## src/rtl/tetris_pkg.sv

```systemverilog
// Shared types and constants for the falling-piece rotation controller.
package tetris_pkg;

    typedef enum logic [2:0] {
        ShapeI       = 3'b000,
        ShapeO       = 3'b001,
        ShapeT0      = 3'b010,
        ShapeT1      = 3'b011,
        ShapeS       = 3'b100,
        ShapeZ       = 3'b101,
        ShapeL       = 3'b110,
        ShapeInvalid = 3'b111
    } shape_t;

    typedef logic [1:0] orient_t;

    localparam int unsigned BOARD_W = 10;
    localparam int unsigned BOARD_H = 20;

    typedef logic [4:0] coord_x_t;
    typedef logic [5:0] coord_y_t;

    typedef enum logic [1:0] {
        StIdle,
        StQuery,
        StFinish
    } ctrl_state_t;

endpackage

```

## src/rtl/rot_bounds_chk.sv

```systemverilog
// Combinational legality check of one rotated square: off-board or occupied.
module rot_bounds_chk #(
    parameter int unsigned X_W     = 5,
    parameter int unsigned Y_W     = 6,
    parameter int unsigned BOARD_W = 10,
    parameter int unsigned BOARD_H = 20
) (
    input  logic [X_W-1:0] x,
    input  logic [Y_W-1:0] y,
    input  logic           hit,
    output logic           fail
);

    // Unsigned wrap below zero lands far above the board, so one compare covers both edges.
    always_comb begin
        fail = (32'(x) >= BOARD_W) || (32'(y) >= BOARD_H) || hit;
    end

endmodule

```

## src/rtl/tetris_rotate_ctrl.sv

```systemverilog
// Walks the four squares of the falling piece through the rotator, checks each
// candidate against the board and commits or rejects the whole rotation.
module tetris_rotate_ctrl #(
    parameter int unsigned X_W     = 5,
    parameter int unsigned Y_W     = 6,
    parameter int unsigned BOARD_W = 10,
    parameter int unsigned BOARD_H = 20
) (
    input  logic             clk,
    input  logic             reset,
    input  logic             rot_req,
    input  logic [2:0]       shape,
    input  logic [1:0]       orient,
    input  logic [4*X_W-1:0] cur_x,
    input  logic [4*Y_W-1:0] cur_y,
    output logic [2:0]       rot_shape,
    output logic [1:0]       rot_orient,
    output logic [1:0]       rot_square_no,
    output logic [X_W-1:0]   rot_x,
    output logic [Y_W-1:0]   rot_y,
    input  logic [X_W-1:0]   rot_x_new,
    input  logic [Y_W-1:0]   rot_y_new,
    input  logic [1:0]       rot_orient_new,
    output logic [X_W-1:0]   occ_x,
    output logic [Y_W-1:0]   occ_y,
    input  logic             occ_hit,
    output logic             busy,
    output logic             done,
    output logic             accepted,
    output logic [4*X_W-1:0] new_x,
    output logic [4*Y_W-1:0] new_y,
    output logic [1:0]       new_orient
);
    import tetris_pkg::*;

    ctrl_state_t      state_q, state_d;
    logic [1:0]       k_q, k_d;
    logic             fail_q, fail_d;
    shape_t           shape_q, shape_d;
    orient_t          orient_q, orient_d;
    logic [4*X_W-1:0] orig_x_q, orig_x_d;
    logic [4*Y_W-1:0] orig_y_q, orig_y_d;
    logic [4*X_W-1:0] cand_x_q, cand_x_d;
    logic [4*Y_W-1:0] cand_y_q, cand_y_d;
    logic [4*X_W-1:0] new_x_q, new_x_d;
    logic [4*Y_W-1:0] new_y_q, new_y_d;
    orient_t          new_orient_q, new_orient_d;
    logic             accepted_q, accepted_d;
    logic             cand_fail;

    rot_bounds_chk #(
        .X_W     (X_W),
        .Y_W     (Y_W),
        .BOARD_W (BOARD_W),
        .BOARD_H (BOARD_H)
    ) u_bounds (
        .x    (rot_x_new),
        .y    (rot_y_new),
        .hit  (occ_hit),
        .fail (cand_fail)
    );

    always_ff @(posedge clk or posedge reset) begin
        if (reset) begin
            state_q      <= StIdle;
            k_q          <= '0;
            fail_q       <= 1'b0;
            shape_q      <= ShapeI;
            orient_q     <= '0;
            orig_x_q     <= '0;
            orig_y_q     <= '0;
            cand_x_q     <= '0;
            cand_y_q     <= '0;
            new_x_q      <= '0;
            new_y_q      <= '0;
            new_orient_q <= '0;
            accepted_q   <= 1'b0;
        end else begin
            state_q      <= state_d;
            k_q          <= k_d;
            fail_q       <= fail_d;
            shape_q      <= shape_d;
            orient_q     <= orient_d;
            orig_x_q     <= orig_x_d;
            orig_y_q     <= orig_y_d;
            cand_x_q     <= cand_x_d;
            cand_y_q     <= cand_y_d;
            new_x_q      <= new_x_d;
            new_y_q      <= new_y_d;
            new_orient_q <= new_orient_d;
            accepted_q   <= accepted_d;
        end
    end

    always_comb begin
        state_d      = state_q;
        k_d          = k_q;
        fail_d       = fail_q;
        shape_d      = shape_q;
        orient_d     = orient_q;
        orig_x_d     = orig_x_q;
        orig_y_d     = orig_y_q;
        cand_x_d     = cand_x_q;
        cand_y_d     = cand_y_q;
        new_x_d      = new_x_q;
        new_y_d      = new_y_q;
        new_orient_d = new_orient_q;
        accepted_d   = accepted_q;

        unique case (state_q)
            StIdle: begin
                if (rot_req) begin
                    shape_d    = shape_t'(shape);
                    orient_d   = orient;
                    orig_x_d   = cur_x;
                    orig_y_d   = cur_y;
                    fail_d     = 1'b0;
                    k_d        = '0;
                    accepted_d = 1'b0;
                    if (shape_t'(shape) == ShapeInvalid) begin
                        new_x_d      = cur_x;
                        new_y_d      = cur_y;
                        new_orient_d = orient;
                        state_d      = StFinish;
                    end else begin
                        state_d = StQuery;
                    end
                end
            end
            StQuery: begin
                cand_x_d[k_q*X_W +: X_W] = rot_x_new;
                cand_y_d[k_q*Y_W +: Y_W] = rot_y_new;
                fail_d = fail_q | cand_fail;
                k_d    = k_q + 2'd1;
                if (k_q == 2'd3) begin
                    state_d = StFinish;
                    // The O piece is rotation-invariant: commit keeps the original squares.
                    if (fail_d || shape_q == ShapeO) begin
                        new_x_d      = orig_x_q;
                        new_y_d      = orig_y_q;
                        new_orient_d = orient_q;
                    end else begin
                        new_x_d      = cand_x_d;
                        new_y_d      = cand_y_d;
                        new_orient_d = rot_orient_new;
                    end
                    accepted_d = ~fail_d;
                end
            end
            StFinish: begin
                accepted_d = 1'b0;
                k_d        = '0;
                state_d    = StIdle;
            end
            default: state_d = StIdle;
        endcase
    end

    always_comb begin
        rot_shape     = shape_q;
        rot_orient    = orient_q;
        rot_square_no = k_q;
        rot_x         = orig_x_q[k_q*X_W +: X_W];
        rot_y         = orig_y_q[k_q*Y_W +: Y_W];
        occ_x         = rot_x_new;
        occ_y         = rot_y_new;
        busy          = (state_q != StIdle);
        done          = (state_q == StFinish);
        accepted      = accepted_q;
        new_x         = new_x_q;
        new_y         = new_y_q;
        new_orient    = new_orient_q;
    end

endmodule

```

## config.mk

```make
export PLATFORM = sky130hd
export DESIGN_NAME = tetris_rotate_ctrl
export DESIGN_NICKNAME = d
export VERILOG_FILES = /design/src/rtl/tetris_pkg.sv /design/src/rtl/rot_bounds_chk.sv /design/src/rtl/tetris_rotate_ctrl.sv
export SDC_FILE = /design/constraint.sdc
export NUM_CORES = 1
export LEC_CHECK = 0
export CORE_MARGIN = 1
export CORE_UTILIZATION = 48
export DETAILED_ROUTE_END_ITERATION = 8
export PLACE_DENSITY = 0.75
export SYNTH_ARGS = -nofsm -noshare
export SYNTH_HDL_FRONTEND = slang
export SYNTH_SLANG_ARGS = --single-unit
```

## constraint.sdc

```tcl
create_clock -name clk -period 4.4 [get_ports clk]
set_input_delay 0.44 -clock clk [delete_from_list [all_inputs] [get_ports clk]]
set_output_delay 0.44 -clock clk [all_outputs]
set_load 0.01 [all_outputs]
```

Word level (Yosys, flattened, before mapping)
Cells that the tools add are included.
{ "totals": {"ff_bits": 145, "latch_bits": 0, "ramBits": 0, "rom_bits": 0, "input_bits": 66, "output_inout_bits": 78, "word_cells": 76, "memories": 0} }
{ "op_classes": {"addsub": 3, "n_mul": 2, "div_mod_pow": 0, "magnitude_cmp": 2, "eq_ne": 8, "shift": 6, "n_mux": 27, "bitwise_logic": 2, "n_reduce_logical": 13} }
{ "ops": {"columns": ["op", "n"], "rows": [
  ["$mux 24", 4],
  ["$mux 20", 4],
  ["$neg 5->34", 2],
  ["$pmux 24 s2", 1],
  ["$pmux 20 s2", 1],
  ["$shift 5x34->20 const A", 1],
  ["$shift 6x34->24 const A", 1],
  ["$shiftx 5x34->20", 1],
  ["$shiftx 6x34->24", 1],
  ["$bwmux 24", 1],
  ["$shiftx 24x6->6", 1],
  ["$bwmux 20", 1],
  ["$shiftx 20x6->5", 1],
  ["$mux 2", 8],
  ["$pmux 2 s2", 2],
  ["$reduce_and 2->1", 4],
  ["$ge 6x5->1 const B", 1],
  ["$ne 2x2->1 const B", 3],
  ["$pmux 2 s3", 1],
  ["$ge 5x4->1 const B", 1],
  ["$mul 2x3->5 const B", 1],
  ["$eq 2x2->1 const B", 2],
  ["$mul 2x2->4 const B", 1],
  ["$reduce_and 4->1", 1],
  ["14 further kinds", 18]
]} }

Depth between registers and ports, before layout
Gate-level depths: netlist of the first run.
{ "logic_depth": {"depth_word": 8, "mapped_depth": 10, "depth_no_buf": 6} }

By module
Synthesis of the first run repeated with hierarchy kept, for this count alone.
{ "hier_totals": {"cells_unflattened": 745, "hier_area_um2": 7941.4} }
{ "modules_own_cells": {"columns": ["module", "instances", "cells_per_inst", "area_per_inst_um2", "seq_area_each_um2"], "rows": [
  ["tetris_rotate_ctrl", 1, 741, 7916.3, 3628.5],
  ["rot_bounds_chk", 1, 4, 25.0, 0.0]
]} }

Worst setup path after synthesis of the first run
OpenSTA, ideal clock, no wires.
{ "synth_path": {"kind": "flip-flop to flip-flop", "startpoint": "register k_q[0] (netlist: rot_square_no[0])", "endpoint": "register new_x_q[4] (netlist: new_x[4])", "setup_ns": 0.082, "arrival_time_ns": 2.652, "required_ns": 4.318, "path_slack_ns": 1.665, "path_stages_with_launch": 10, "path_buffers": 3, "synth_period_minus_slack_ns": 2.735, "path_cell_list": "dfrtp_1 clkbuf_1 clkbuf_1 inv_1 ha_1 clkbuf_1 nor4bb_1 a22o_2 mux2i_1 o22ai_1"} }
{ "synth_between": {"elab_chain_len": 7, "elab_cells_between_ends": 11, "classes_between": "1 x add/sub; 1 x mul; 2 x eq/ne; 2 x shift; 4 x mux; 1 x reduce/logical"} }
{ "synth_rtl": {"columns": ["element", "line_no", "text"], "rows": [
  ["from (decl)", "tetris_rotate_ctrl.sv:37", "logic [1:0] k_q, k_d;"],
  ["from (signal assigned)", "tetris_rotate_ctrl.sv:80", "k_q <= k_d;"],
  ["$mul 2x3->5", "tetris_rotate_ctrl.sv:131", "cand_x_d[k_q*X_W +: X_W] = rot_x_new;"],
  ["$neg 5->34", "tetris_rotate_ctrl.sv:131", null],
  ["$shiftx 5x34->20 or $shift 5x34->20 (tied branches)", "tetris_rotate_ctrl.sv:131", null],
  ["$bwmux 20", "tetris_rotate_ctrl.sv:131", null],
  ["$mux 20", "tetris_rotate_ctrl.sv:138", "if (fail_d || shape_q == ShapeO) begin"],
  ["$mux 20", "tetris_rotate_ctrl.sv:135", "if (k_q == 2'd3) begin"],
  ["$pmux 20 s2", "tetris_rotate_ctrl.sv:110", "unique case (state_q)"],
  ["to (signal assigned)", "tetris_rotate_ctrl.sv:88", "new_x_q <= new_x_d;"],
  ["to (decl)", "tetris_rotate_ctrl.sv:45", "logic [4*X_W-1:0] new_x_q, new_x_d;"]
]} }
Several ways; a longest one is shown, not always the timed one. The select of a mux whose other input is x is not followed.
A chain may end at the register's enable or synchronous reset.

Worst setup path after layout of the first run
{ "layout_path": {"startpoint": "register k_q[1] (netlist: rot_square_no[1])", "endpoint": "register new_y_q[18] (netlist: new_y[18])"} }
{ "layout_between": {"elab_chain_len": 7, "elab_cells_between_ends": 11, "classes_between": "1 x add/sub; 1 x mul; 2 x eq/ne; 2 x shift; 4 x mux; 1 x reduce/logical"} }
{ "layout_rtl": {"columns": ["element", "line_no", "text"], "rows": [
  ["$mul 2x2->4", "tetris_rotate_ctrl.sv:132", "cand_y_d[k_q*Y_W +: Y_W] = rot_y_new;"],
  ["$neg 5->34", "tetris_rotate_ctrl.sv:132", null],
  ["$shiftx 6x34->24 or $shift 6x34->24 (tied branches)", "tetris_rotate_ctrl.sv:132", null],
  ["$bwmux 24", "tetris_rotate_ctrl.sv:132", null],
  ["$mux 24", "tetris_rotate_ctrl.sv:138", null],
  ["$mux 24", "tetris_rotate_ctrl.sv:135", null],
  ["$pmux 24 s2", "tetris_rotate_ctrl.sv:110", null],
  ["to (signal assigned)", "tetris_rotate_ctrl.sv:89", "new_y_q <= new_y_d;"],
  ["to (decl)", "tetris_rotate_ctrl.sv:46", "logic [4*Y_W-1:0] new_y_q, new_y_d;"]
]} }
Several ways; a longest one is shown, not always the timed one. The select of a mux whose other input is x is not followed.

==> results of run 1 <==
==> synth_stat cells (3+ instances only) <==
library cell | instances | area [um^2]
nor2_1 | 29 | 109
nor2b_1 | 25 | 156
dfrtp_1 | 145 | 3630
o211ai_1 | 3 | 22.5
buf_6 | 4 | 45.0
nand4_1 | 3 | 18.8
a21oi_1 | 40 | 200
o2bb2ai_1 | 5 | 43.8
mux2i_1 | 45 | 450
and2_1 | 24 | 150
a211oi_1 | 20 | 150
nand2b_1 | 4 | 25.0
clkbuf_1 | 46 | 173
nor3b_1 | 3 | 22.5
nor3_1 | 8 | 40.0
ha_1 | 6 | 75.1
mux2_2 | 46 | 518
o22ai_1 | 16 | 100
inv_1 | 16 | 60.1
buf_2 | 3 | 15.0
nor4_1 | 5 | 31.3
o21ai_0 | 72 | 360
o21ai_1 | 17 | 85.1
buf_4 | 12 | 90.1
a31oi_1 | 9 | 56.3
or4bb_1 | 4 | 45.0
nand3_1 | 11 | 55.1
a22o_1 | 11 | 96.3
nand2_1 | 77 | 289
mux4_2 | 11 | 248
a22oi_1 | 3 | 22.5
nand3b_1 | 3 | 22.5
and3_1 | 4 | 25.0
==> flip-flops by register name, indices dropped and copies added (netlist names), 2 cells and up <==
register and flops:
new_orient 2, state_q 2, cand_y_q 24, new_x 20, cand_x_q 20, rot_orient 2
rot_square_no 2, new_y 24, orig_y_q 24, orig_x_q 20, rot_shape 3
==> cell type report <==
class	count	area, um^2	area share (%)
sequential	145	3630	36.5
inverter	17	68.8	0.692
clock inverter	11	185	1.86
multi-input combinational	540	3780	38.0
tap	216	270	2.72
timing repair buffer	156	1550	15.6
clock buffer	21	450	4.53
==> worst max-delay path: stages (launching register included) <==
cell and delay, ns:
dfrtp_1 0.71, buf_4 0.32, inv_1 0.10, ha_1 0.40, nor4bb_1 1.01, and3_1 0.31
nor4_1 0.07, o41ai_1 0.43
==> metal layers <==
layer / up-vias / GRT usage, % / share of wire, %
met5: - / 0 / 0
met4: 0 / 10.5 / 2.3
met3: 47 / 6.81 / 7.6
met2: 297 / 42.1 / 44
met1: 3289 / 42.9 / 46
li1: 3001 / - / -
==> how the worst min path moves through the flow <==
stage                   endpoint          from  cells past startpoint
global placement     cand_y_q[1]   cand_y_q[1]                      2
finish              cand_y_q[14]  cand_y_q[14]                      2
floorplan            cand_y_q[0]   cand_y_q[0]                      2
CTS                  cand_y_q[0]   cand_y_q[0]                      2
global route         cand_y_q[0]   cand_y_q[0]                      2
detailed placement   cand_y_q[0]   cand_y_q[0]                      2
==> logic make-up after synthesis <==
logic type                 synth area share (%)
buffers and inverters                      5.24
AOI/OAI and AO/OA                          16.5
xor gates and xnor gates                  0.337
DFF                                        46.5
adders and majority gates                 0.962
muxes                                      15.6
and+or+nand+nor                            14.9
==> per-stage QoR <==
stage / util, % / instances / area [um^2] / power, mW
after global routing: 62.6 / 1106 / 9940 / 7.98
final: 62.6 / 1106 / 9940 / 7.56
after detailed placement: 58.6 / 1074 / 9300 / 5.93
after floorplan: - / 770 / 7800 / 4.46
after CTS: 62.6 / 1106 / 9940 / 7.53
after global placement: 58.6 / 1074 / 9300 / 5.86
==> power by group through the flow <==
stage / Combinational [mW] / Clock, mW / Sequential (mW)
global route: 3.82 / 1.65 / 2.51
finish: 3.53 / 1.59 / 2.44
floorplan: 2.11 / 0 / 2.35
detailed placement: 3.50 / 0 / 2.44
global placement: 3.44 / 0 / 2.42
CTS: 3.52 / 1.59 / 2.42
==> cells in the final DEF (no fill, tap or decap), drive strengths merged, types with 7 or more instances in the layout <==
cell,n
mux4,11
o22ai,16
a21oi,40
nand3,11
nor2b,25
nor4,7
and2,24
nor3,8
o21ai,89
mux2,46
a22o,12
dfrtp,145
nand2,77
clkdlybuf4s50,143
mux2i,45
buf,13
a211oi,20
inv,16
a31oi,9
clkbuf,21
nor2,29
==> results by group, run 1 <==
Clock network
  • # clock sinks: 145
  • H-tree levels: 4
  • Clk root buf: clkbuf_16
  • Resize count post-CTS: 0
  • Inserted Clock Buffers: 17
  • Clk_lat worst skew: between 0.4 and 0.5 ns
  • Clock transition at path regs: approximately 0.06 ns
  • Setup Buffers After CTS: 0
  • Cts hold-fix bufs: 0
  • CTS tree: yes
  • Maximum buffer depth of the clock tree: 2

Global routing
  • Initial antenna violation count: 0
  • Vias in the first global route: around 6300
  • Maximum number of pins on one net before global-route repair: 94
  • Gr ovfl total: 0
  • First-pass GRT wire length: 36300 um
  • GRT Resource Usage Total: roughly 30%

Timing
  • Min cycle time layout: around 3.5 ns
  • Max Freq: about 290 MHz
  • RSZ-0062 raised after global routing: false
  • Final Skew: ~0.0086 ns
  • Slack of the critical path: a little over 0.9 ns
  • Final setup fails: 0
  • Worst Max-Slew Pin Slew: 1.16 ns
  • Setup TNS: 0 ns
  • Slew margin rel.: 22.6%
  • Worst hold margin: 0.466 ns
  • Part of the cycle the worst path needs: 79.1%
  • Final Hold Fails: 0
  • Max Slew Vio Count: 0

Layout
  • Layout cell share with drive strength beyond 1: 12.8%
  • Nets: 949
  • ANT cells: 0
  • Filler cells: around 1300
  • P&R area growth vs syn: 27.4%

Setup path
  • Reg-to-Reg Start: rot_square_no[1]
  • Reg-to-Reg End: new_y[18]
  • Crit path capture: new_y[18]
  • Crit-path max FO: 19
  • Setup crit start: rot_square_no[1]
  • Crit path kind: reg2reg
  • Worst path arrival time: roughly 3.8 ns
  • R2r setup slk: 0.92 ns
  • CP required: roughly 4.7 ns
  • CP Launch Type: flip-flop
  • Crit end category: flip-flop
  • Worst reg2reg path depth: 7

Floorplan
  • Die height: between 100 and 150 um
  • DIE WIDTH: about 130 um
  • Site Rows: between 40 and 50
  • Core Box Area: approximately 16000 um^2
  • Initial core utilization: between 40% and 50%
  • Ports: 144
  • Die footprint: between 15000 and 20000 um^2

Power
  • Sequential Power Share: about 32%
  • Pint: about 4.6 mW
  • Sw Ratio: between 30% and 40%
  • Part of the power in combinational logic: 46.8%
  • PD cells: around 760 nW/um^2
  • Worst VDD drop: approximately 530 uV
  • Psw: slightly below 3 mW
  • Static leakage: between 4 and 5 nW
  • Clk pwr share: roughly a fifth

Synthesis
  • Syn Nets: ~840
  • Post-Syn Area: 7800 um^2
  • Yosys reg bits: 145
  • Number of flops mapped to enable cells by yosys: 0
  • Syn avg cell area: 10.1 um^2
  • Synth Warn #: 0
  • Register area share after synthesis: between 40% and 50%
  • Synth cell types: 64
  • Share of flip-flops with an asynchronous set or reset: 100%
  • Mapped Cells: 770
  • Post-synth top flop: dfrtp_1

Placement
  • Routability cong.: 0.824
  • Dpl hpwl: ~15000 um
  • IO buf count: 143
  • Placement Setup Slack: 0.915 ns

Worst hold path
  • Hold WC Path Type: reg2reg

Routing
  • Routed WL per cell: 21.0 um
  • Routed Antenna Nets: 0
  • Total number of vias: 6634
  • Vias per cell: around 6
  • Initial DRC Count: between 500 and 600
  • Final wirelength: about 23000 um
  • Drc violations: 0
  • Drt first pass iters: 5

Outcome
  • Status: complete, no violations

Run
  • Max-cap violation count: 0
Note: power is estimated with default switching activity, not from simulation.
==> inputs of run 2 (changes only) <==
Clock period 4.4 ns to 2.9 ns, I/O delays scaled along.
==> run 2 against run 1 <==
  * Utilization increased by 1.9 points
  * Combinational power increased by 60%
  * Hold slack got worse by 0.20 ns
  * Maximum frequency increased by 35%
  * Worst setup slack got worse by 0.59 ns
  * First-iteration DRC count increased by 21%
  * Clock power increased by 49%
  * Critical path depth unchanged
  * Non-clock buffer count increased by 32
  * Sequential cell count unchanged
==> results by group, run 2 (same netlist as run 1, synthesis figures left out) <==
Outcome
  • Status: complete, no violations (unchanged)

Placement
  • Dpl hpwl: 16100 um (was 15400 um)
  • IO buf count: 143 (unchanged)
  • Routability cong.: 0.816 (was 0.824)
  • Area of placed instances: 9620 um^2 (was 9300 um^2)
  • Placement Setup Slack: 0.173 ns (was 0.915 ns)

Floorplan
  • Die footprint: 16800 um^2 (unchanged)
  • Site Rows: 46 (unchanged)
  • DIE WIDTH: 129 um (unchanged)
  • Initial core utilization: 49.1% (unchanged)
  • Ports: 144 (unchanged)
  • Die height: 129 um (unchanged)
  • Core Box Area: 15900 um^2 (unchanged)

Routing
  • Drc violations: 0 (unchanged)
  • Vias per cell: 5.96 (was 6.00)
  • Final wirelength: 23200 um (about the same)
  • Drt first pass iters: 5 (unchanged)
  • Routed WL per cell: 20.4 um (was 21.0 um)
  • Initial DRC Count: 657 (was 543)
  • Routed Antenna Nets: 0 (unchanged)
  • Total number of vias: 6777 (was 6634)

Power
  • Part of the power in combinational logic: 48.6% (was 46.8%)
  • Psw: 4.45 mW (was 2.92 mW)
  • PD cells: 1140 nW/um^2 (was 760 nW/um^2)
  • Sw Ratio: 38.2% (was 38.6%)
  • Clk pwr share: 20.3% (was 21.0%)
  • Pint: 7.21 mW (was 4.64 mW)
  • Sequential Power Share: 31.2% (was 32.2%)
  • Worst VDD drop: 728 uV (was 526 uV)
  • Static leakage: 4.20 nW (was 4.02 nW)

Timing
  • Setup TNS: 0 ns (unchanged)
  • Slack of the critical path: 0.327 ns (was 0.917 ns)
  • Part of the cycle the worst path needs: 88.7% (was 79.1%)
  • Max Slew Vio Count: 0 (unchanged)
  • Max Freq: 389 MHz (was 287 MHz)
  • Final setup fails: 0 (unchanged)
  • Worst Max-Slew Pin Slew: 0.670 ns (was 1.16 ns)
  • Min cycle time layout: 2.57 ns (was 3.48 ns)
  • Final Hold Fails: 0 (unchanged)
  • Slew margin rel.: 55.3% (was 22.6%)
  • Final Skew: 0.00766 ns (was 0.00860 ns)
  • RSZ-0062 raised after global routing: false (unchanged)

Global routing
  • Vias in the first global route: 6364 (was 6345)
  • Gr ovfl total: 0 (unchanged)
  • Maximum number of pins on one net before global-route repair: 58 (was 94)
  • Initial antenna violation count: 0 (unchanged)
  • First-pass GRT wire length: 36100 um (was 36300 um)
  • GRT Resource Usage Total: 28.8% (was 29.2%)

Layout
  • ANT cells: 0 (unchanged)
  • P&R area growth vs syn: 31.4% (was 27.4%)
  • Design area: 10200 um^2 (was 9940 um^2)
  • Multi-input gate area: 3780 um^2 (unchanged)
  • Commonest non-fill, non-tap cell in the layout: dfrtp_1 (unchanged)
  • Commonest cells after routing, fill and taps aside: 144 x dfrtp_1, 143 x clkdlybuf4s50_1, 77 x nand2_1, 72 x o21ai_0, 46 x mux2_2 (unchanged)
  • Filler cells: 1297 (was 1286)
  • Nets: 981 (was 949)
  • Layout cell share with drive strength beyond 1: 15.9% (was 12.8%)
  • Seq. cell area: 3630 um^2 (unchanged)
  • Util after Layout: 64.5% (was 62.6%)

Setup path
  • CP required: 3.25 ns (was 4.71 ns)
  • Crit path kind: reg2reg (unchanged)
  • CP Launch Type: flip-flop (unchanged)
  • Crit-path max FO: 15 (was 19)
  • Crit end category: flip-flop (unchanged)
  • Worst path arrival time: 2.93 ns (was 3.79 ns)

Clock network
  • H-tree levels: 4 (unchanged)
  • # clock sinks: 145 (unchanged)
  • Clock transition at path regs: 0.06 ns (about the same)
  • Setup Buffers After CTS: 0 (unchanged)
  • Maximum buffer depth of the clock tree: 2 (unchanged)
  • CTS tree: yes (unchanged)
  • Inserted Clock Buffers: 17 (unchanged)
  • Cts hold-fix bufs: 0 (unchanged)
  • Clk root buf: clkbuf_16 (unchanged)
  • Clk_lat worst skew: 0.43 ns (was 0.44 ns)
  • Resize count post-CTS: 0 (unchanged)

Worst hold path
  • Hold WC Path Type: in2async (was reg2reg)

Run
  • Max-cap violation count: 0 (unchanged)
run 2: changes by cell type in the layout (fill, tap and decap cells not counted), sizes merged:
cell and delta:
clkbuf +1, clkinv +1, bufinv -1, buf +32, inv -1
run 2: worst paths after layout:
check,endpoint,slack [ns],cells past startpoint,start
max,new_y[15],0.33,7,rot_square_no[0]
min,new_y[8],0.27,2,reset
max reg2reg,new_y[15],0.33,7,rot_square_no[0]
min reg2reg,cand_y_q[1],0.47,2,cand_y_q[1]
max in group asynchronous,new_y[12],1.79,4,reset
min in group clk,cand_y_q[1],0.47,2,cand_y_q[1]
run 2: cell type report:
cell class                 count  area share (%)
multi-input combinational    540            36.9
clock inverter                10            1.53
clock buffer                  22            4.63
timing repair buffer         188            18.2
sequential                   145            35.4
tap                          216            2.64
inverter                      17           0.659
run 2: power by group through the flow:
stage	registers [mW]	clock network [mW]	logic [mW]
2_1_floorplan	3.57	0	3.21
6_report	3.63	2.37	5.66
3_3_place_gp	3.61	0	5.53
4_1_cts	3.62	2.38	5.65
3_5_place_dp	3.64	0	5.61
5_1_grt	3.73	2.45	6.10
run 2: through the flow:
| step | std cells | hold WS [ns] | power, mW |
|---|---|---|---|
| 2_1_floorplan | 770 | 0.407 | 6.77 |
| 5_1_grt | 1138 | 0.336 | 12.3 |
| 4_1_cts | 1138 | 0.286 | 11.6 |
| 3_5_place_dp | 1106 | 0.460 | 9.25 |
| 3_3_place_gp | 1106 | 0.449 | 9.15 |
| 6_report | 1138 | 0.269 | 11.7 |
run 2: layer usage:
layer	vias up	track usage, %	wire (um)
met5	-	0	0
met4	0	9.10	339
met2	335	42.9	10500
met1	3359	42.6	10500
li1	3060	-	-
met3	23	5.16	1900
run 2: critical path: stages, from the launching register on:
cell and delay [ns]:
dfrtp_2 0.43, inv_1 0.11, ha_1 0.66, buf_4 0.26, or4bb_1 0.44, a31oi_1 0.26
o211ai_1 0.17, a31oi_1 0.16
